`config.mk`:
```
export PLATFORM = sky130hd
export DESIGN_NAME = btisa_encoder_flat
export DESIGN_NICKNAME = d
export VERILOG_FILES = /design/src/rtl/btisa_encoder_pkg.sv /design/src/rtl/btisa_encoder_if.sv /design/src/rtl/btisa_encoder_bt_digit_step.sv /design/src/rtl/btisa_encoder.sv /design/src/flat_wrapper.sv
export SDC_FILE = /design/constraint.sdc
export NUM_CORES = 1
export LEC_CHECK = 0
export ABC_CLOCK_PERIOD_IN_PS = 18700
export CELL_PAD_IN_SITES_DETAIL_PLACEMENT = 1
export CELL_PAD_IN_SITES_GLOBAL_PLACEMENT = 1
export CORE_MARGIN = 8
export CORE_UTILIZATION = 54
export CTS_BUF_LIST = sky130_fd_sc_hd__clkbuf_8
export DETAILED_ROUTE_END_ITERATION = 7
export DONT_BUFFER_PORTS = 1
export PLACE_DENSITY = 0.95
export REMOVE_ABC_BUFFERS = 1
export SKIP_LAST_GASP = 1
export SLEW_MARGIN = 20
export SYNTH_ARGS = -nofsm -noshare
export SYNTH_HDL_FRONTEND = slang
export SYNTH_SLANG_ARGS = --single-unit
```
`constraint.sdc`:
```
create_clock -name clk -period 18.7 [get_ports clk]
set_clock_uncertainty 0.15 [all_clocks]
set_input_delay 2.805 -clock clk [delete_from_list [all_inputs] [get_ports clk]]
set_output_delay 2.805 -clock clk [all_outputs]
set_load 0.05 [all_outputs]
```
`src/rtl/btisa_encoder_pkg.sv`:
```
// Shared BTISA encoder types: trit encoding, mnemonic codes, field limits
// and the mnemonic -> opcode trit lookup (also used by assembler-side benches).
// No optional features live here; BTISA_ENC_IMM_SAT_EN is consumed by the top.
package btisa_encoder_pkg;

  // 2'b10 is never produced.
  typedef enum logic [1:0] {
    T_ZERO    = 2'b00,
    T_POS_ONE = 2'b01,
    T_NEG_ONE = 2'b11
  } trit_t;

  typedef trit_t [2:0] btisa_op_t;     // [2] = instruction trit 8
  typedef trit_t [8:0] btisa_instr_t;  // [8:6] op, [5:4] rd, [3:2] rs1, [1:0] imm

  // Codes 27..31 are not mnemonics and are rejected by the encoder.
  typedef enum logic [4:0] {
    ADD, SUB, NEG, MUL, SHL, SHR,
    BEQ, ADDI, BNE, BLT,
    MIN, MAX, XOR, INV, PTI, NTI,
    JAL, JALR, JR,
    LD, ST, LDT, STT, LUI,
    NOP, HALT, ECALL
  } btisa_mnem_e;

  localparam int BTISA_MNEM_LAST = 26;
  localparam int BTISA_FIELD_MIN = -4;
  localparam int BTISA_FIELD_MAX = 4;

  typedef enum logic [1:0] {
    S_IDLE,
    S_CONV,
    S_DONE
  } btisa_enc_state_e;

  function automatic btisa_op_t btisa_op3(trit_t t8, trit_t t7, trit_t t6);
    btisa_op_t op;
    op[2] = t8;
    op[1] = t7;
    op[0] = t6;
    return op;
  endfunction

  // BEQ and ADDI share 0-0; -+- has no mnemonic.
  function automatic btisa_op_t btisa_opcode_trits(btisa_mnem_e m);
    case (m)
      ADD:     return btisa_op3(T_ZERO,    T_ZERO,    T_ZERO);
      SUB:     return btisa_op3(T_ZERO,    T_ZERO,    T_POS_ONE);
      NEG:     return btisa_op3(T_ZERO,    T_ZERO,    T_NEG_ONE);
      MUL:     return btisa_op3(T_ZERO,    T_POS_ONE, T_ZERO);
      SHL:     return btisa_op3(T_ZERO,    T_POS_ONE, T_POS_ONE);
      SHR:     return btisa_op3(T_ZERO,    T_POS_ONE, T_NEG_ONE);
      BEQ:     return btisa_op3(T_ZERO,    T_NEG_ONE, T_ZERO);
      ADDI:    return btisa_op3(T_ZERO,    T_NEG_ONE, T_ZERO);
      BNE:     return btisa_op3(T_ZERO,    T_NEG_ONE, T_POS_ONE);
      BLT:     return btisa_op3(T_ZERO,    T_NEG_ONE, T_NEG_ONE);
      MIN:     return btisa_op3(T_POS_ONE, T_ZERO,    T_ZERO);
      MAX:     return btisa_op3(T_POS_ONE, T_ZERO,    T_POS_ONE);
      XOR:     return btisa_op3(T_POS_ONE, T_ZERO,    T_NEG_ONE);
      INV:     return btisa_op3(T_POS_ONE, T_POS_ONE, T_ZERO);
      PTI:     return btisa_op3(T_POS_ONE, T_POS_ONE, T_POS_ONE);
      NTI:     return btisa_op3(T_POS_ONE, T_POS_ONE, T_NEG_ONE);
      JAL:     return btisa_op3(T_POS_ONE, T_NEG_ONE, T_ZERO);
      JALR:    return btisa_op3(T_POS_ONE, T_NEG_ONE, T_POS_ONE);
      JR:      return btisa_op3(T_POS_ONE, T_NEG_ONE, T_NEG_ONE);
      LD:      return btisa_op3(T_NEG_ONE, T_ZERO,    T_ZERO);
      ST:      return btisa_op3(T_NEG_ONE, T_ZERO,    T_POS_ONE);
      LDT:     return btisa_op3(T_NEG_ONE, T_ZERO,    T_NEG_ONE);
      STT:     return btisa_op3(T_NEG_ONE, T_POS_ONE, T_ZERO);
      LUI:     return btisa_op3(T_NEG_ONE, T_POS_ONE, T_POS_ONE);
      NOP:     return btisa_op3(T_NEG_ONE, T_NEG_ONE, T_ZERO);
      HALT:    return btisa_op3(T_NEG_ONE, T_NEG_ONE, T_POS_ONE);
      ECALL:   return btisa_op3(T_NEG_ONE, T_NEG_ONE, T_NEG_ONE);
      default: return btisa_op3(T_ZERO,    T_ZERO,    T_ZERO);
    endcase
  endfunction

endpackage

```
`src/rtl/btisa_encoder_if.sv`:
```
// Request/response bus of the BTISA encoder.
// slave: encoder side; master: loader / debug port side.
// Request: in_valid/in_ready + mnemonic and fields; response: out_valid/out_ready
// + instruction word, write address and error flag; addr_clr clears the address.
interface btisa_encoder_if #(
  parameter int ADDR_W = 8,
  parameter int FLD_W  = 4
);
  import btisa_encoder_pkg::*;

  logic                     in_valid;
  logic                     in_ready;
  logic [4:0]               in_mnem;
  logic signed [FLD_W-1:0]  in_rd;
  logic signed [FLD_W-1:0]  in_rs1;
  logic signed [FLD_W-1:0]  in_imm;
  logic                     addr_clr;
  logic                     out_valid;
  logic                     out_ready;
  btisa_instr_t             out_instr;
  logic [ADDR_W-1:0]        out_addr;
  logic                     out_err;

  modport slave (
    input  in_valid, in_mnem, in_rd, in_rs1, in_imm, addr_clr, out_ready,
    output in_ready, out_valid, out_instr, out_addr, out_err
  );

  modport master (
    output in_valid, in_mnem, in_rd, in_rs1, in_imm, addr_clr, out_ready,
    input  in_ready, out_valid, out_instr, out_addr, out_err
  );
endinterface

```
`src/rtl/btisa_encoder_bt_digit_step.sv`:
```
// One balanced-ternary digit extraction step (combinational).
// Ports: v (signed working value) -> t (least significant trit), v_next ((v - t) / 3).
// Internal math is 2 bits wider so v - t never overflows for any W-bit input.
module bt_digit_step
  import btisa_encoder_pkg::*;
#(
  parameter int W = 4
) (
  input  logic signed [W-1:0] v,
  output trit_t               t,
  output logic signed [W-1:0] v_next
);
  localparam logic signed [W+1:0] K0 = (W+2)'(0);
  localparam logic signed [W+1:0] K1 = (W+2)'(1);
  localparam logic signed [W+1:0] K3 = (W+2)'(3);

  logic signed [W+1:0] vx;
  logic signed [W+1:0] rem;
  logic signed [W+1:0] q;
  logic                unused_hi;

  always_comb begin
    vx  = {{2{v[W-1]}}, v};
    // % keeps the dividend's sign; fold negatives back into 0..2.
    rem = vx % K3;
    if (rem[W+1]) rem = rem + K3;
    if (rem == K0) begin
      t = T_ZERO;
      q = vx / K3;
    end else if (rem == K1) begin
      t = T_POS_ONE;
      q = (vx - K1) / K3;
    end else begin
      t = T_NEG_ONE;
      q = (vx + K1) / K3;
    end
    v_next = q[W-1:0];
  end

  assign unused_hi = ^q[W+1:W];
endmodule

```
`src/rtl/btisa_encoder.sv`:
```
// Sequential BTISA instruction encoder: mnemonic + binary fields -> 9-trit word + address.
// Ports: clk, rst (async active-high), bus (btisa_encoder_if.slave).
// Latency: 7 cycles from acceptance for legal requests, 1 for illegal. Optional macro
// BTISA_ENC_IMM_SAT_EN saturates out-of-range imm to +/-4 instead of flagging it.
module btisa_encoder
  import btisa_encoder_pkg::*;
#(
  parameter int ADDR_W = 8,
  parameter int FLD_W  = 4
) (
  input  logic             clk,
  input  logic             rst,
  btisa_encoder_if.slave   bus
);

  btisa_enc_state_e        state_q, state_n;
  logic [2:0]              step_q, step_n;
  logic signed [FLD_W-1:0] v_q, v_n;
  logic signed [FLD_W-1:0] rs1_q, rs1_n;
  logic signed [FLD_W-1:0] imm_q, imm_n;
  logic [4:0]              mnem_q, mnem_n;
  btisa_instr_t            instr_q, instr_n;
  logic                    err_q, err_n;
  logic [ADDR_W-1:0]       addr_q, addr_n;

  trit_t                   dig_t;
  logic signed [FLD_W-1:0] dig_v;
  logic [3:0]              pos;
  btisa_op_t               op;
  logic signed [FLD_W-1:0] imm_eff;
  logic                    imm_ok;
  logic                    req_ok;

  function automatic logic in_range(logic signed [FLD_W-1:0] x);
    int xi;
    xi = int'(x);
    return (xi >= BTISA_FIELD_MIN) && (xi <= BTISA_FIELD_MAX);
  endfunction

  function automatic logic signed [FLD_W-1:0] sat_field(logic signed [FLD_W-1:0] x);
    int xi;
    xi = int'(x);
    if (xi > BTISA_FIELD_MAX) return FLD_W'(BTISA_FIELD_MAX);
    if (xi < BTISA_FIELD_MIN) return FLD_W'(BTISA_FIELD_MIN);
    return x;
  endfunction

  // One digit unit shared by all six steps; v_q carries the field being converted.
  bt_digit_step #(.W(FLD_W)) u_step (
    .v      (v_q),
    .t      (dig_t),
    .v_next (dig_v)
  );

  always_comb begin
`ifdef BTISA_ENC_IMM_SAT_EN
    imm_eff = sat_field(bus.in_imm);
    imm_ok  = 1'b1;
`else
    imm_eff = bus.in_imm;
    imm_ok  = in_range(bus.in_imm);
`endif
    req_ok = (int'(bus.in_mnem) <= BTISA_MNEM_LAST) &&
             in_range(bus.in_rd) && in_range(bus.in_rs1) && imm_ok;
  end

  // Step -> trit slot: steps 0,1 = rd lo/hi, 2,3 = rs1, 4,5 = imm.
  always_comb begin
    case (step_q)
      3'd0:    pos = 4'd4;
      3'd1:    pos = 4'd5;
      3'd2:    pos = 4'd2;
      3'd3:    pos = 4'd3;
      3'd4:    pos = 4'd0;
      default: pos = 4'd1;
    endcase
  end

  always_comb begin
    state_n = state_q;
    step_n  = step_q;
    v_n     = v_q;
    rs1_n   = rs1_q;
    imm_n   = imm_q;
    mnem_n  = mnem_q;
    instr_n = instr_q;
    err_n   = err_q;
    addr_n  = addr_q;
    op      = btisa_opcode_trits(btisa_mnem_e'(mnem_q));

    unique case (state_q)
      S_IDLE: begin
        if (bus.in_valid) begin
          mnem_n = bus.in_mnem;
          v_n    = bus.in_rd;
          rs1_n  = bus.in_rs1;
          imm_n  = imm_eff;
          step_n = 3'd0;
          // Clear so nothing of the previous word survives into this one.
          for (int i = 0; i < 9; i++) instr_n[i] = T_ZERO;
          if (req_ok) begin
            state_n = S_CONV;
            err_n   = 1'b0;
          end else begin
            state_n = S_DONE;
            err_n   = 1'b1;
          end
        end
      end
      S_CONV: begin
        instr_n[pos] = dig_t;
        if (step_q == 3'd0) begin
          instr_n[8] = op[2];
          instr_n[7] = op[1];
          instr_n[6] = op[0];
        end
        // After the high trit of a field, load the next field instead of its quotient.
        case (step_q)
          3'd1:    v_n = rs1_q;
          3'd3:    v_n = imm_q;
          default: v_n = dig_v;
        endcase
        if (step_q == 3'd5) state_n = S_DONE;
        else                step_n  = step_q + 3'd1;
      end
      S_DONE: begin
        if (bus.out_ready) begin
          state_n = S_IDLE;
          if (!err_q) addr_n = addr_q + ADDR_W'(1);
        end
      end
      default: state_n = S_IDLE;
    endcase

    if (bus.addr_clr) addr_n = '0;
  end

  always_ff @(posedge clk or posedge rst) begin
    if (rst) begin
      state_q <= S_IDLE;
      step_q  <= 3'd0;
      v_q     <= '0;
      rs1_q   <= '0;
      imm_q   <= '0;
      mnem_q  <= '0;
      for (int i = 0; i < 9; i++) instr_q[i] <= T_ZERO;
      err_q   <= 1'b0;
      addr_q  <= '0;
    end else begin
      state_q <= state_n;
      step_q  <= step_n;
      v_q     <= v_n;
      rs1_q   <= rs1_n;
      imm_q   <= imm_n;
      mnem_q  <= mnem_n;
      instr_q <= instr_n;
      err_q   <= err_n;
      addr_q  <= addr_n;
    end
  end

  assign bus.in_ready  = (state_q == S_IDLE);
  assign bus.out_valid = (state_q == S_DONE);
  assign bus.out_instr = instr_q;
  assign bus.out_err   = err_q;
  assign bus.out_addr  = addr_q;

endmodule

```
`src/flat_wrapper.sv`:
```
// flat-port wrapper written by rule: the top's interface ports become plain ports
module btisa_encoder_flat import btisa_encoder_pkg::*;
#(
  parameter int ADDR_W = 8,
  parameter int FLD_W  = 4
)
  (clk, rst, bus_in_valid, bus_in_mnem, bus_in_rd, bus_in_rs1, bus_in_imm, bus_addr_clr, bus_out_ready, bus_in_ready, bus_out_valid, bus_out_instr, bus_out_addr, bus_out_err);
  btisa_encoder_if #(.ADDR_W(ADDR_W), .FLD_W(FLD_W)) bus_i ();
  input  logic clk;
  input  logic rst;
  input wire logic [$bits(bus_i.in_valid)-1:0] bus_in_valid;
  input wire logic [$bits(bus_i.in_mnem)-1:0] bus_in_mnem;
  input wire logic [$bits(bus_i.in_rd)-1:0] bus_in_rd;
  input wire logic [$bits(bus_i.in_rs1)-1:0] bus_in_rs1;
  input wire logic [$bits(bus_i.in_imm)-1:0] bus_in_imm;
  input wire logic [$bits(bus_i.addr_clr)-1:0] bus_addr_clr;
  input wire logic [$bits(bus_i.out_ready)-1:0] bus_out_ready;
  output wire logic [$bits(bus_i.in_ready)-1:0] bus_in_ready;
  output wire logic [$bits(bus_i.out_valid)-1:0] bus_out_valid;
  output wire logic [$bits(bus_i.out_instr)-1:0] bus_out_instr;
  output wire logic [$bits(bus_i.out_addr)-1:0] bus_out_addr;
  output wire logic [$bits(bus_i.out_err)-1:0] bus_out_err;
  assign bus_i.in_valid = bus_in_valid;
  assign bus_i.in_mnem = bus_in_mnem;
  assign bus_i.in_rd = bus_in_rd;
  assign bus_i.in_rs1 = bus_in_rs1;
  assign bus_i.in_imm = bus_in_imm;
  assign bus_i.addr_clr = bus_addr_clr;
  assign bus_i.out_ready = bus_out_ready;
  assign bus_in_ready = bus_i.in_ready;
  assign bus_out_valid = bus_i.out_valid;
  assign bus_out_instr = bus_i.out_instr;
  assign bus_out_addr = bus_i.out_addr;
  assign bus_out_err = bus_i.out_err;
  btisa_encoder #(.ADDR_W(ADDR_W), .FLD_W(FLD_W)) u_core (.clk(clk), .rst(rst), .bus(bus_i));
endmodule
```
==> results of run 1 <==
==> Yosys cell counts, types with 3 or more instances <==
cell / n / area [sq um]
inv_1: 29 / 109
a21boi_0: 4 / 30.0
a31oi_1: 4 / 25.0
o22ai_1: 7 / 43.8
and3_1: 9 / 56.3
ha_1: 29 / 363
nand4_1: 3 / 18.8
xor2_1: 9 / 78.8
and2_1: 5 / 31.3
o21a_1: 5 / 37.5
and4_1: 4 / 35.0
a21oi_2: 3 / 26.3
a22oi_1: 3 / 22.5
nor3b_1: 6 / 45.0
nand3_1: 32 / 160
a221o_1: 3 / 30.0
o211a_1: 3 / 30.0
a211oi_1: 5 / 37.5
mux2i_1: 13 / 130
a21o_1: 4 / 30.0
inv_2: 3 / 11.3
nor4_1: 4 / 25.0
a211oi_2: 4 / 50.1
o21ai_0: 47 / 235
nor2_1: 56 / 210
a22o_1: 3 / 26.3
xnor2_1: 12 / 105
nor2b_1: 11 / 68.8
o211ai_1: 13 / 97.6
a21oi_1: 41 / 205
o21ai_1: 5 / 25.0
or3_1: 7 / 43.8
nor3_1: 13 / 65.1
buf_2: 3 / 15.0
clkbuf_1: 16 / 60.1
dfrtp_1: 49 / 1230
buf_1: 3 / 11.3
nor4_2: 3 / 37.5
nand2_1: 82 / 308
nand2b_1: 6 / 37.5
a211o_1: 4 / 35.0
==> layer usage <==
layer,vias up,wire length [um]
met2,150,7410
met1,2400,6060
met5,-,0
li1,2285,-
met4,0,447
met3,42,797
==> cell families (layout without fill, tap and decap cells) <==
kind of cell,after synthesis,after routing,share of synthesized area [%]
AND/OR/NAND/NOR,256,256,25.7
XOR/XNOR,22,22,4.05
adder cells (fa/ha/maj),29,29,7.34
AO/OA/AOI/OAI,202,202,29.9
other,2,9,0.152
multiplexers,15,15,3.39
flip-flops,49,49,24.8
buffers and inverters,57,42,4.71
==> worst max-delay path: cells and delay by family (launching register included) <==
family / cells / cell delay (ns)
fa+ha+maj: 9 / 2.93
flops: 1 / 0.60
simple gates: 14 / 3.12
buf+inv: 7 / 0.99
xor+xnor: 6 / 1.37
compound gates: 12 / 3.27
==> layout make-up <==
type / count / area (sq um) / area share, %
multi-input combinational: 533 / 3510 / 68.7
sequential: 49 / 1230 / 24.0
tap: 111 / 139 / 2.72
inverter: 33 / 125 / 2.45
clock buffer: 6 / 82.6 / 1.62
clock inverter: 2 / 17.5 / 0.343
timing repair buffer: 1 / 7.51 / 0.147
==> sequential cells by signal (all words and copies together) (netlist names) <==
signal,flops
u_core.v_q,4
u_core.bus.out_addr,8
u_core.bus.out_err,1
u_core.state_q,2
u_core.bus.out_instr,18
u_core.mnem_q,5
u_core.rs1_q,4
u_core.step_q,3
u_core.imm_q,4
==> stage by stage <==
stage / hold slack (ns) / utilization (%)
floorplan: 0.296 / -
global placement: 0.308 / 55.2
detailed placement: 0.326 / 55.2
CTS: 0.349 / 56.3
global route: 0.377 / 56.4
finish: 0.351 / 56.4
==> worst paths after layout <==
path | to | slack, ns | cells past startpoint
min | u_core.imm_q[3] | 0.35 | 2
max reg2reg | u_core.v_q[3] | 6.15 | 48
max | u_core.v_q[3] | 6.15 | 48
max in group asynchronous | u_core.v_q[0] | 15.53 | 1
min reg2reg | u_core.imm_q[3] | 0.35 | 2
min in group asynchronous | u_core.bus.out_instr[14] | 2.37 | 1
==> cell usage in the layout, fill, tap and decap left out, types with 5 or more instances in the layout <==
master	count
xor2_1	9
nor3b_1	6
mux2i_1	13
o22ai_1	7
or3_1	7
o21ai_1	5
nand2b_1	6
conb_1	9
o21ai_0	47
nand2_1	82
dfrtp_1	49
nor3_1	13
nor2_1	56
nor2b_1	11
and2_1	5
a211oi_1	5
clkbuf_8	6
a21oi_1	41
inv_1	28
nand3_1	32
and3_1	9
o21a_1	5
o211ai_1	13
ha_1	29
xnor2_1	12
==> flow_metrics.env, run 1 <==
export IMPL_maxSlewHeadroom_pct=26.5
export IMPL_grt_busiest_layer="met2"
export IMPL_reg2reg_from="u_core.v_q[1]"
export IMPL_async_flop_share_pct=100
export IMPL_path_max_fanout=10
export IMPL_portBuffers=0
export IMPL_nets=674
export IMPL_antenna_found_initial=0
export IMPL_hold_start="u_core.imm_q[3]"
export IMPL_grt_pass1_wl_mm=24.8
export IMPL_dr_total_vias=4877
export IMPL_gp_congestion=0.959
export IMPL_synthFlopType="dfrtp_1"
export IMPL_grt_usage_pct=23.3
export IMPL_yosysUniqueCellTypes=89
export IMPL_area_growth_syn_to_layout_pct=3.34
export IMPL_fill_cells=1141
export IMPL_drt_total_wl_mm=14.7
export IMPL_worst_path_most_repeated_cell="ha_1"
export IMPL_path_class="reg2reg"
export IMPL_start_util_pct=54.5
export IMPL_grt_overflow=0
export IMPL_startpoint_type="flop"
export IMPL_drv_cap=0
export IMPL_detail_route_vias_per_cell=6.64
export IMPL_grt_use_met1_pct=27.5
export IMPL_numCtsBuffers=5
export IMPL_syn_cell_area_sq_um=4940
export IMPL_worst_slack_ns=6.15
export IMPL_crit_slowest_cell="dfrtp_1"
export IMPL_outcome="completed"
export IMPL_ios=51
export IMPL_finalInstanceArea_sq_um=5110
export IMPL_met3_usage_pct=3.95
export IMPL_cp_arrival_ns=12.60
export IMPL_cts_max_path_buffers=2
export IMPL_clock_root_buffer="clkbuf_8"
export IMPL_detail_route_wl_per_cell_um=20.0
export IMPL_ctsHoldBuffers=0
export IMPL_post_cts_setup_buffer_count=0
export IMPL_worst_slew_pin_slew_ns=1.10
export IMPL_placementRows=35
export IMPL_min_path_type="reg2reg"
export IMPL_slew_viol_final=0
export IMPL_layout_drive_gt1_share_pct=7.69
export IMPL_cpPeakStageDelay_ns=0.60
export IMPL_dp_hpwl_mm=11.7
export IMPL_pre_cts_ws_ns=6.34
export IMPL_dr_pass1_iters=5
export IMPL_clkTransAtPathRegs_ns=0.09
export IMPL_fmax_ghz=0.0797
export IMPL_synth_edf_count=0
export IMPL_die_area_sq_um=12500
export IMPL_cts_resized=0
export IMPL_drt_iter0_drc=244
export IMPL_detail_route_antenna_nets=0
export IMPL_finalCritPeriodShare_pct=67.1
export IMPL_grt_max_degree=50
export IMPL_placed_area_sq_um=5010
export IMPL_rsz0062_at_grt="no"
export IMPL_core_area_sq_um=9060
export IMPL_synth_cells=632
export IMPL_ys_ff_latch=49
export IMPL_die_x_um=112
export IMPL_crit_start="u_core.v_q[1]"
export IMPL_ys_warn_count=0
export IMPL_worstSetupEndpointType="flop"
export IMPL_cts_tree="done"
export IMPL_syn_avg_cell_area_sq_um=7.82
export IMPL_drc_errors=0
export IMPL_finalHoldViolations=0
export IMPL_clock_latency_ns=0.30
export IMPL_htree_levels=2
export IMPL_die_height_um=112
export IMPL_cts_sinks=49
export IMPL_stdcell_count=735
export IMPL_grt_pass1_vias=5084
export IMPL_fin_setup_tns_ns=0
export IMPL_yosysSeqAreaShare_pct=24.8
export IMPL_worstPathRequired_ns=18.75
export IMPL_dp_cells=727
export IMPL_period_needed_ns=12.55
export IMPL_use_met2_pct=41.0
export IMPL_diodes=0
export IMPL_setup_viol=0
Power of run 1 is not shown: default switching activity piles up to over one toggle a cycle in this logic, so the estimate is an artifact.
==> run 2: changes to the inputs <==
Settings changed: ABC_CLOCK_PERIOD_IN_PS 18700 to 10400, CORE_UTILIZATION 54 to 45, PLACE_DENSITY 0.95 to 0.85.
Clock period 18.7 ns to 10.4 ns, I/O delays scaled along.
==> run 2 against run 1 <==
Core utilization shrank 5.0 points; wire length is 5.2% higher; via count shrank 0.47%.
==> flow_metrics.env, run 2 (synthesis gave the netlist of run 1 again) <==
export IMPL_reg2reg_from="u_core.v_q[0]"
export IMPL_r2r_end="u_core.v_q[1]"
export IMPL_crit_start="u_core.v_q[0]"
export IMPL_placementRows=38
export IMPL_grt_max_degree=50
export IMPL_path_class="reg2reg"
export IMPL_fmax_ghz=0.102
export IMPL_cpPeakStageDelay_ns=0.47
export IMPL_die_x_um=121
export IMPL_period_needed_ns=9.84
export IMPL_worstSetupEndpointType="flop"
export IMPL_fill_cells=1346
export IMPL_cts_sinks=49
export IMPL_path_max_fanout=9
export IMPL_finalHoldViolations=0
export IMPL_worst_slew_pin_slew_ns=1.04
export IMPL_final_common_cell="nand2_1"
export IMPL_nets=704
export IMPL_cts_tree="done"
export IMPL_detail_route_antenna_nets=0
export IMPL_diodes=0
export IMPL_maxSlewHeadroom_pct=30.5
export IMPL_antenna_found_initial=0
export IMPL_drv_cap=0
export IMPL_drc_errors=0
export IMPL_start_util_pct=45.8
export IMPL_die_area_sq_um=14600
export IMPL_worstPathRequired_ns=10.46
export IMPL_ctsHoldBuffers=0
export IMPL_ios=51
export IMPL_outcome="completed"
export IMPL_dp_hpwl_mm=11.9
export IMPL_ff2ff_setup_slack_ns=0.56
export IMPL_htree_levels=2
export IMPL_grt_usage_pct=20.6
export IMPL_finalCritPeriodShare_pct=94.7
export IMPL_cp_arrival_ns=9.91
export IMPL_setup_viol=0
export IMPL_grt_pass1_vias=5085
export IMPL_clock_root_buffer="clkbuf_8"
export IMPL_startpoint_type="flop"
export IMPL_r2r_cells=51
export IMPL_detail_route_wl_per_cell_um=19.5
export IMPL_gp_congestion=0.881
export IMPL_drt_total_wl_mm=15.5
export IMPL_detail_route_vias_per_cell=6.11
export IMPL_clock_latency_ns=0.32
export IMPL_slew_viol_final=0
export IMPL_grt_overflow=0
export IMPL_final_cell_mix="82 x nand2_1, 54 x nor2_1, 48 x dfrtp_1"
export IMPL_clkTransAtPathRegs_ns=0.10
export IMPL_crit_slowest_cell="or4_1"
export IMPL_dr_total_vias=4854
export IMPL_die_height_um=121
export IMPL_cts_max_path_buffers=2
export IMPL_core_area_sq_um=10800
export IMPL_cp_endpoint="u_core.v_q[1]"
export IMPL_hold_ws_ns=0.336
export IMPL_grt_pass1_wl_mm=25.0
export IMPL_drt_iter0_drc=211
export IMPL_largest_reg_flops=18
export IMPL_numCtsBuffers=5
export IMPL_dr_pass1_iters=6
export IMPL_area_growth_syn_to_layout_pct=12.1
export IMPL_layout_drive_gt1_share_pct=15.4
export IMPL_portBuffers=0
export IMPL_min_path_type="reg2reg"
## run 2: cell type report
cell class              instances  area [sq um]  share of cell area [%]
clock inverters                 3          68.8                    1.24
inverters                      33           128                    2.30
clock buffers                   5          68.8                    1.24
repair buffers                 31           233                    4.20
well taps                     140           175                    3.16
flip-flops and latches         49          1230                    22.2
multi-input cells             533          3640                    65.7
## run 2: repair_timing
item	4_1_cts	5_1_grt
hold endpoints to repair	0	0
setup buffers	0	2
endpoints found under the setup margin	4	4
pin swaps	0	10
gates resized for setup	4	28
## run 2: how the worst min path moves through the flow
stage                                from  cells past startpoint               to  slack (ns)
after floorplan           u_core.rs1_q[2]                      2  u_core.rs1_q[2]        0.30
after global placement    u_core.rs1_q[2]                      2  u_core.rs1_q[2]        0.31
after detailed placement  u_core.rs1_q[0]                      2  u_core.rs1_q[0]        0.31
after CTS                 u_core.imm_q[2]                      2  u_core.imm_q[2]        0.34
after global routing      u_core.rs1_q[0]                      2  u_core.rs1_q[0]        0.39
final                     u_core.imm_q[2]                      2  u_core.imm_q[2]        0.34
## run 2: metrics by stage
step                      worst slack (ns)  instance area (sq um)  instances  util, %  setup TNS (ns)
final                                0.555                   5540        794     51.3               0
after global routing               -0.0996                   5540        794     51.3          -0.228
after global placement               0.409                   5250        784     48.7               0
after floorplan                    -0.0543                   4860        615        -         -0.0960
after detailed placement            -0.147                   5250        784     48.7          -0.267
after CTS                           0.0111                   5410        792     50.1               0
## run 2: per-layer routing
layer / vias to the layer above / global-route usage (%) / part of all wire [%]
met4: 0 / 5.15 / 1.2
met5: - / 0 / 0
li1: 2351 / - / -
met1: 2402 / 24.5 / 43
met3: 16 / 4.01 / 5.0
met2: 85 / 37.1 / 51
## run 2: critical path, delay by kind of cell, from the launching register on
kind / cells / cell delay, ns
xor+xnor: 5 / 0.87
buf+inv: 6 / 0.61
flops: 1 / 0.41
simple gates: 14 / 2.33
fa+ha+maj: 8 / 1.73
compound gates: 18 / 3.59
Power of run 2 is left out for the same reason.
==> run 3: changes to the inputs <==
Settings changed: CELL_PAD_IN_SITES_DETAIL_PLACEMENT 1 to 2, CELL_PAD_IN_SITES_GLOBAL_PLACEMENT 1 to 2, CORE_UTILIZATION 45 to 35, CTS_BUF_LIST sky130_fd_sc_hd__clkbuf_8 to sky130_fd_sc_hd__clkbuf_16, PLACE_DENSITY 0.85 to 0.84.
==> run 3 against run 2 <==
Cell count is 5.5% higher; fmax fell by 4.2%; first-iteration DRC count rose by 5.7%; largest cell class unchanged.
==> flow_metrics.env, run 3 (synthesis gave the netlist of run 1 again) <==
export IMPL_clock_root_buffer="clkbuf_16"
export IMPL_multiInputGateArea_sq_um=3670
export IMPL_cpPeakStageDelay_ns=0.57
export IMPL_largest_reg_flops=18
export IMPL_die_area_sq_um=18200
export IMPL_nets=708
export IMPL_numCtsBuffers=5
export IMPL_finalCritPeriodShare_pct=98.8
export IMPL_final_util_pct=40.9
export IMPL_drt_total_wl_mm=18.9
export IMPL_worst_path_most_repeated_cell="ha_2"
export IMPL_min_path_type="reg2reg"
export IMPL_diodes=0
export IMPL_fill_cells=1557
export IMPL_htree_levels=2
export IMPL_ios=51
export IMPL_grt_pass1_wl_mm=28.4
export IMPL_cts_max_path_buffers=2
export IMPL_cts_sinks=49
export IMPL_crit_slowest_cell="nor4_1"
export IMPL_setup_viol=0
export IMPL_final_common_cell="nand2_1"
export IMPL_path_class="reg2reg"
export IMPL_grt_max_degree=50
export IMPL_worst_slew_pin_slew_ns=1.08
export IMPL_layout_drive_gt1_share_pct=16.7
export IMPL_drc_errors=0
export IMPL_dr_total_vias=5088
export IMPL_slew_viol_final=0
export IMPL_path_max_fanout=8
export IMPL_clock_latency_ns=0.29
export IMPL_regArea_sq_um=1230
export IMPL_area_growth_syn_to_layout_pct=14.5
export IMPL_worstSetupEndpointType="flop"
export IMPL_detail_route_wl_per_cell_um=22.6
export IMPL_placementRows=43
export IMPL_cts_tree="done"
export IMPL_gp_congestion=0.908
export IMPL_drt_iter0_drc=223
export IMPL_die_height_um=135
export IMPL_portBuffers=0
export IMPL_dp_hpwl_mm=13.7
export IMPL_grt_usage_pct=18.9
export IMPL_antenna_found_initial=0
export IMPL_grt_pass1_vias=5563
export IMPL_dr_pass1_iters=4
export IMPL_drv_cap=0
export IMPL_ctsHoldBuffers=0
export IMPL_finalHoldViolations=0
export IMPL_outcome="completed"
export IMPL_start_util_pct=35.8
export IMPL_detail_route_antenna_nets=0
export IMPL_maxSlewHeadroom_pct=28.0
export IMPL_clkTransAtPathRegs_ns=0.07
export IMPL_die_x_um=135
export IMPL_fmax_ghz=0.0973
export IMPL_cp_arrival_ns=10.32
export IMPL_core_area_sq_um=13800
export IMPL_grt_overflow=0
export IMPL_final_cell_mix="82 x nand2_1, 53 x nor2_1, 49 x dfrtp_1"
export IMPL_detail_route_vias_per_cell=6.07
export IMPL_worstPathRequired_ns=10.44
export IMPL_period_needed_ns=10.28
export IMPL_startpoint_type="flop"
run 3: worst max-delay path, delay by kind of cell (launching register included):
| family | cells | cell delay, ns |
|---|---|---|
| AO/OA/AOI/OAI | 17 | 4.26 |
| AND/OR/NAND/NOR | 11 | 2.44 |
| XOR/XNOR | 4 | 0.61 |
| flip-flops | 1 | 0.39 |
| adder cells (fa/ha/maj) | 8 | 1.89 |
| buffers and inverters | 4 | 0.41 |
run 3: path summary, 6_finish.rpt:
kind	from	endpoint	slack, ns	depth (start not counted)
worst min-delay path	u_core.imm_q[2]	u_core.imm_q[2]	0.33	2
worst max register to register	u_core.v_q[1]	u_core.v_q[3]	0.12	44
worst max-delay path	u_core.v_q[1]	u_core.v_q[3]	0.12	44
worst min register to register	u_core.imm_q[2]	u_core.imm_q[2]	0.33	2
min in group asynchronous	rst	u_core.mnem_q[3]	1.15	1
max in group asynchronous	rst	u_core.v_q[1]	8.45	1
run 3: cell type report:
cell class	instances	share of cell area, %
inverter	33	2.21
tap	180	3.98
multi-input combinational	533	64.9
sequential	49	21.7
clock buffer	5	2.21
clock inverter	3	0.376
timing repair buffer	35	4.64
run 3: through the flow:
step,hold WS [ns],instances,area [sq um],setup TNS [ns],worst slack (ns)
detailed placement,0.316,821,5280,-2.41,-0.726
global route,0.382,838,5660,-1.64,-0.443
floorplan,0.296,615,4860,-0.0960,-0.0543
finish,0.327,838,5660,0,0.122
CTS,0.334,832,5520,0,0.0807
global placement,0.310,821,5280,0,0.324
run 3: metal layers:
layer,share of wire (%),GRT usage (%)
met3,4.1,3.53
met2,52,35.0
met5,0,0
met4,2.7,5.43
met1,41,21.5
run 3: repair_timing:
item,4_1_cts,5_1_grt
cloned,0,0
setup endpoints to repair,4,4
gates resized for setup,15,23
pin swaps,7,8
hold endpoints to repair,0,0
buffers inserted,3,6
Power of run 3 is left out for the same reason.
